[src/rtl/ahb_pkg.sv]
`default_nettype none
// ============================================================================
//  Module      : ahb_pkg
//  Description : Shared AHB field widths and HTRANS / HSIZE encodings.
//  Revision    : 1.0 - initial release
// ============================================================================
package ahb_pkg;

    localparam int AHB_ADDR_W      = 32;
    localparam int AHB_DATA_W      = 32;
    localparam int AHB_TRANS_W     = 2;
    localparam int AHB_SIZE_W      = 3;
    localparam int AHB_MASTER_BITS = 4;

    typedef enum logic [AHB_TRANS_W-1:0] {
        IDLE   = 2'b00,
        BUSY   = 2'b01,
        NONSEQ = 2'b10,
        SEQ    = 2'b11
    } htrans_e;

    typedef enum logic [AHB_SIZE_W-1:0] {
        SIZE_BYTE   = 3'b000,
        SIZE_HALF   = 3'b001,
        SIZE_WORD   = 3'b010,
        SIZE_DWORD  = 3'b011,
        SIZE_4WORD  = 3'b100,
        SIZE_8WORD  = 3'b101,
        SIZE_16WORD = 3'b110,
        SIZE_32WORD = 3'b111
    } hsize_e;

endpackage : ahb_pkg
`default_nettype wire

[src/rtl/ahb_rr_arbiter.sv]
`default_nettype none
// ============================================================================
//  Module      : ahb_rr_arbiter
//  Description : Combinational winner selection. Searches the requests
//                starting one past a start index and wrapping. Fixed
//                priority is the same search anchored at NUM_MASTERS-1, so
//                index 0 is examined first.
//  Revision    : 1.0 - initial release
// ============================================================================
module ahb_rr_arbiter
    import ahb_pkg::*;
#(
    parameter int NUM_MASTERS = 2,
    parameter int ARB_MODE    = 0
) (
    input  logic [NUM_MASTERS-1:0]     req,
    input  logic [AHB_MASTER_BITS-1:0] ptr,
    output logic                       any_req,
    output logic [AHB_MASTER_BITS-1:0] winner
);

    localparam logic [AHB_MASTER_BITS-1:0] c_FP_START = AHB_MASTER_BITS'(NUM_MASTERS - 1);

    logic [AHB_MASTER_BITS-1:0] w_start;

    assign w_start = (ARB_MODE == 1) ? ptr : c_FP_START;
    assign any_req = |req;

    // Walk candidates from farthest to nearest so the nearest requester wins last
    always_comb begin
        int idx;
        winner = '0;
        idx    = 0;
        for (int k = NUM_MASTERS; k >= 1; k--) begin
            idx = int'(w_start) + k;
            if (idx >= NUM_MASTERS) begin
                idx = idx - NUM_MASTERS;
            end
            for (int j = 0; j < NUM_MASTERS; j++) begin
                if (req[j] && (idx == j)) begin
                    winner = AHB_MASTER_BITS'(j);
                end
            end
        end
    end

endmodule : ahb_rr_arbiter
`default_nettype wire

[src/rtl/ahb_m2s_arbmux.sv]
`default_nettype none
// ============================================================================
//  Module      : ahb_m2s_arbmux
//  Description : AHB master-to-slave arbiter and bus multiplexer. Holds the
//                grant, address-phase owner (HMASTER), data-phase owner and
//                round-robin pointer; muxes address/control by HMASTER and
//                write data by the data-phase owner.
//  Revision    : 1.0 - initial release
// ============================================================================
module ahb_m2s_arbmux
    import ahb_pkg::*;
#(
    parameter int NUM_MASTERS = 2,
    parameter int ARB_MODE    = 0
) (
    input  logic                               HCLK,
    input  logic                               HRESETn,
    input  logic                               HREADY,
    input  logic [NUM_MASTERS-1:0]             HBUSREQ,
    input  logic [NUM_MASTERS-1:0]             HLOCK,
    input  logic [NUM_MASTERS*AHB_ADDR_W-1:0]  HADDR_M,
    input  logic [NUM_MASTERS*AHB_TRANS_W-1:0] HTRANS_M,
    input  logic [NUM_MASTERS-1:0]             HWRITE_M,
    input  logic [NUM_MASTERS*AHB_SIZE_W-1:0]  HSIZE_M,
    input  logic [NUM_MASTERS*AHB_DATA_W-1:0]  HWDATA_M,
    output logic [NUM_MASTERS-1:0]             HGRANT,
    output logic [AHB_MASTER_BITS-1:0]         HMASTER,
    output logic [AHB_ADDR_W-1:0]              HADDR,
    output logic [AHB_TRANS_W-1:0]             HTRANS,
    output logic                               HWRITE,
    output logic [AHB_SIZE_W-1:0]              HSIZE,
    output logic [AHB_DATA_W-1:0]              HWDATA
);

    logic [NUM_MASTERS-1:0]     r_grant;
    logic [AHB_MASTER_BITS-1:0] r_master;
    logic [AHB_MASTER_BITS-1:0] r_data_master;
    logic [AHB_MASTER_BITS-1:0] r_rr_ptr;

    logic [AHB_ADDR_W-1:0]      w_addr_m  [NUM_MASTERS];
    logic [AHB_TRANS_W-1:0]     w_trans_m [NUM_MASTERS];
    logic [AHB_SIZE_W-1:0]      w_size_m  [NUM_MASTERS];
    logic [AHB_DATA_W-1:0]      w_wdata_m [NUM_MASTERS];

    logic                       w_lock_cur;
    logic                       w_hold;
    logic                       w_any_req;
    logic [AHB_MASTER_BITS-1:0] w_winner;
    logic [AHB_MASTER_BITS-1:0] w_grant_idx;
    logic [NUM_MASTERS-1:0]     w_win_onehot;

    // Split the flattened per-master buses into arrays
    generate
        for (genvar g = 0; g < NUM_MASTERS; g++) begin : g_unpack
            assign w_addr_m[g]  = HADDR_M[g*AHB_ADDR_W +: AHB_ADDR_W];
            assign w_trans_m[g] = HTRANS_M[g*AHB_TRANS_W +: AHB_TRANS_W];
            assign w_size_m[g]  = HSIZE_M[g*AHB_SIZE_W +: AHB_SIZE_W];
            assign w_wdata_m[g] = HWDATA_M[g*AHB_DATA_W +: AHB_DATA_W];
        end
    endgenerate

    ahb_rr_arbiter #(
        .NUM_MASTERS (NUM_MASTERS),
        .ARB_MODE    (ARB_MODE)
    ) u_arb (
        .req     (HBUSREQ),
        .ptr     (r_rr_ptr),
        .any_req (w_any_req),
        .winner  (w_winner)
    );

    // Address/control follow HMASTER, write data follows the data-phase owner
    always_comb begin
        HADDR      = w_addr_m[0];
        HTRANS     = w_trans_m[0];
        HWRITE     = HWRITE_M[0];
        HSIZE      = w_size_m[0];
        HWDATA     = w_wdata_m[0];
        w_lock_cur = HLOCK[0];
        for (int i = 0; i < NUM_MASTERS; i++) begin
            if (r_master == AHB_MASTER_BITS'(i)) begin
                HADDR      = w_addr_m[i];
                HTRANS     = w_trans_m[i];
                HWRITE     = HWRITE_M[i];
                HSIZE      = w_size_m[i];
                w_lock_cur = HLOCK[i];
            end
            if (r_data_master == AHB_MASTER_BITS'(i)) begin
                HWDATA = w_wdata_m[i];
            end
        end
    end

    // Encode the current grant and decode the arbiter winner to one-hot
    always_comb begin
        w_grant_idx  = '0;
        w_win_onehot = '0;
        for (int i = 0; i < NUM_MASTERS; i++) begin
            if (r_grant[i]) begin
                w_grant_idx = AHB_MASTER_BITS'(i);
            end
            w_win_onehot[i] = (w_winner == AHB_MASTER_BITS'(i));
        end
    end

    // No re-arbitration during a locked sequence or inside a burst
    assign w_hold = w_lock_cur || (HTRANS == SEQ) || (HTRANS == BUSY);

    // Grant, owner pipeline and round-robin pointer advance on HREADY edges
    always_ff @(posedge HCLK or negedge HRESETn) begin
        if (!HRESETn) begin
            r_grant       <= NUM_MASTERS'(1);
            r_master      <= '0;
            r_data_master <= '0;
            r_rr_ptr      <= '0;
        end else if (HREADY) begin
            r_master      <= w_grant_idx;
            r_data_master <= r_master;
            if (!w_hold) begin
                if (w_any_req) begin
                    r_grant  <= w_win_onehot;
                    r_rr_ptr <= w_winner;
                end else begin
                    r_grant  <= NUM_MASTERS'(1);
                end
            end
        end
    end

    assign HGRANT  = r_grant;
    assign HMASTER = r_master;

endmodule : ahb_m2s_arbmux
`default_nettype wire

[config.mk]
export PLATFORM = sky130hd
export DESIGN_NAME = ahb_m2s_arbmux
export DESIGN_NICKNAME = d
export VERILOG_FILES = /design/src/rtl/ahb_pkg.sv /design/src/rtl/ahb_rr_arbiter.sv /design/src/rtl/ahb_m2s_arbmux.sv
export SDC_FILE = /design/constraint.sdc
export NUM_CORES = 1
export LEC_CHECK = 0
export ABC_AREA = 1
export BUFFER_PORTS_ARGS = -buffer_cell sky130_fd_sc_hd__buf_2
export CAP_MARGIN = 20
export CORE_AREA = 10 10 78 80
export DETAILED_ROUTE_END_ITERATION = 12
export DIE_AREA = 0 0 88 90
export PLACE_DENSITY = 0.82
export REMOVE_ABC_BUFFERS = 1
export SYNTH_ARGS = -nofsm -noshare
export SYNTH_HDL_FRONTEND = slang
export SYNTH_SLANG_ARGS = --single-unit
[constraint.sdc]
create_clock -name HCLK -period 2.3 [get_ports HCLK]
set_input_delay 0.345 -clock HCLK [delete_from_list [all_inputs] [get_ports HCLK]]
set_output_delay 0.345 -clock HCLK [all_outputs]
set_load 0.05 [all_outputs]
==> results.py <==
metrics = {
    "setup_path": {
        "worst_ep_required_time_ns": 1.96,
        "crit_slowest_cell": "dfrtp_1",
        "arrival_ns": 1.61,
        "cpPeakStageDelay_ns": 0.53,
        "cp_cell_sequence": "buf_4 -> nand2_1 -> nand2_1 -> inv_1 -> buf_2",
        "ff2ff_path_depth": 6,
        "cp_top_family": "buffers and inverters",
        "criticalPathCategory": "reg -> out",
        "r2r_slack_ns": 0.81,
        "crit_fanout": 37,
        "critical_path.endpoint_type": "primary output",
        "cpMostUsedCell": "nand2_1",
        "startpoint_type": "register",
        "cp_num_buf_inv": 3,
        "crit-reg2reg-capture": "HGRANT[1]",
        "r2r-start": "HMASTER[0]",
    },
    "power_and_ir_drop": {
        "ir_drop_mv": 0.867,
        "leakagePower_uw": 0.00167,
        "power_density_nw_per_um2": 1370,
        "total_power_uw": 3130,
    },
    "sta": {
        "max_freq_mhz": 513,
        "finalCritPeriodShare_pct": 84.8,
        "finalMaxSlewViolations": 0,
        "rsz0062_at_grt": "no",
        "worst_slack_ns": 0.350,
        "report.final.setup_viol": 0,
        "finClkSkew_ns": 0.00246,
        "fin_setup_tns_ns": 0,
        "finalHoldViolCount": 0,
        "min_period_ns": 1.95,
    },
    "route": {
        "ant_nets": 0,
        "vias_per_cell": 4.25,
        "drt-total-wl_mm": 7.27,
        "vias": 2243,
        "wl_per_cell_um": 13.8,
        "route.detailed.drc": 0,
        "drt_pass1_iterations": 4,
        "drtIter0Drc": 42,
    },
    "global_routing": {
        "antenna_found_initial": 0,
        "grt_pass1_vias": 2232,
        "groute.usage.overall_pct": 16.0,
        "grt_pass1_wl_mm": 10.5,
        "grt.overflow.total": 0,
        "grt_max_degree": 42,
    },
    "logic_synthesis": {
        "synth.distinct_cells": 14,
        "synthTopCellsByCount": "214 x nand2_1, 10 x nand2_2, 8 x inv_1, 7 x buf_6, 6 x buf_2",
        "syn_inst": 264,
        "synth.most_common_cell": "nand2_1",
        "yosys_register_bits": 4,
        "yosysTopAreaCell": "nand2_1",
        "synth_edf_count": 0,
        "avgSynthCellArea_um2": 4.55,
        "synth_top_area_share_pct": 66.9,
        "yosysSeqAreaShare_pct": 8.44,
        "syn_area_um2": 1200,
        "synthTopCellsByArea": "nand2_1 67%, buf_6 6.6%, dfrtp_1 6.3%",
        "yosysWarnings": 0,
        "ys.flop_type": "dfrtp_1",
        "synthArstFlopShare_pct": 100,
    },
    "placed_design": {
        "dp.cells": 523,
        "io_buffers": 219,
        "place_ws_ns": 0.566,
        "postPlaceCellArea_um2": 2230,
        "dp_hpwl_mm": 6.45,
        "routabilityCongestion": 0.827,
    },
    "final_layout": {
        "final_cells": 528,
        "drive_gt1_share_pct": 50.0,
        "syn2layout_area_growth_pct": 90.5,
        "nFillCells": 486,
        "design_area_um2": 2290,
        "layout.nets": 622,
        "insertedDiodeCount": 0,
    },
    "clock_network": {
        "clk_pin_slew_ns": 0.03,
        "root_buffer": "clkbuf_8",
        "clock_sinks": 4,
        "cts_made_buffers": 3,
        "cts_tree": "done",
        "cts_resized": 0,
        "h-tree-depth": 1,
        "clock_path_buffers": 2,
        "insertion_delay_ns": 0.22,
        "post-cts-setup-buffers": 0,
    },
    "floorplan": {
        "start_util_pct": 26.1,
        "die_w_um": 88,
        "die-area_um2": 7920,
        "die_y_um": 90,
        "io_pins": 223,
        "row_count": 25,
        "fp.coreArea_um2": 4600,
    },
    "worst_hold_path": {
        "hold_path_class": "in -> reg",
        "worst_hold_startpoint": "HBUSREQ[0]",
        "hold_path_end": "HGRANT[1]",
        "min_path_cells": 4,
    },
    "status": {
        "status": "finished, final reports clean",
    },
    "run": {
        "drv_cap": 0,
    },
}
cell families after synthesis:
logic type             count (synthesis)  synth area share, %
AO/OA/AOI/OAI                          3                 1.25
flip-flops                             4                 8.44
other                                  1                0.312
buffers and inverters                 28                 16.5
AND/OR/NAND/NOR                      228                 73.5
how the worst max path moves through the flow:
stage	cells after the start	startpoint	slack, ns	to
floorplan	4	HMASTER[0]	-0.18	HTRANS[0]
global placement	4	HMASTER[0]	0.60	HADDR[16]
detailed placement	4	HMASTER[0]	0.57	HADDR[16]
CTS	4	HMASTER[0]	0.32	HADDR[16]
global route	4	HMASTER[0]	0.19	HADDR[2]
finish	5	HMASTER[0]	0.35	HTRANS[0]
worst reg2reg max path, stage by stage (launching register included):
cell and delay (ns):
dfrtp_1 0.53, buf_4 0.40, nand2_1 0.11, nand2_1 0.11, nand3_1 0.11, nand2_1 0.07
nand2_1 0.04
power breakdown:
group,total [uW],switching [uW],leakage (uW),internal (uW)
Clock,157,38.4,0.0000228,119
Combinational,2830,2250,0.00159,587
Sequential,143,35.4,0.0000493,107
Total,3130,2320,0.00167,812
layout make-up:
class                      count  area, um2  area share, %
sequential                     4        101           4.43
inverter                       9       36.3           1.59
clock buffer                   4       45.0           1.97
timing repair buffer         223       1130           49.3
multi-input combinational    234        910           39.7
tap                           54       67.6           2.95
per-stage QoR:
step,hold WS (ns),util (%)
2_1_floorplan,0.0494,-
3_3_place_gp,0.154,48.6
3_5_place_dp,0.154,48.6
4_1_cts,0.386,49.8
5_1_grt,0.417,49.8
6_report,0.388,49.8
cell usage in the layout, fill, tap and decap left out:
| cell type | instances |
|---|---|
| inv_4 | 1 |
| buf_4 | 3 |
| clkbuf_8 | 3 |
| nand2_1 | 214 |
| conb_1 | 3 |
| nand2_2 | 10 |
| o21ai_0 | 3 |
| dfrtp_1 | 3 |
| buf_2 | 219 |
| nand3_1 | 2 |
| inv_1 | 8 |
| nor2_1 | 2 |
| clkbuf_1 | 1 |
| dlygate4sd3_1 | 1 |
| dfstp_2 | 1 |
registers in the layout, indices dropped and copies added, names as in the netlist:
name           flops
HMASTER            1
HGRANT             2
r_data_master      1
metal layers:
layer,vias to the layer above,GRT usage (%),wire length [um]
li1,1184,-,-
met4,0,3.19,44
met3,6,8.66,1220
met1,904,14.4,2390
met5,-,0,0
met2,149,30.0,3610
timing repair:
action / CTS / global route
endpoints found under the hold margin: 3 / 0
endpoints found under the setup margin: 0 / 0
hold buffers: 1 / 0
Power figures use the tool's default switching activity.
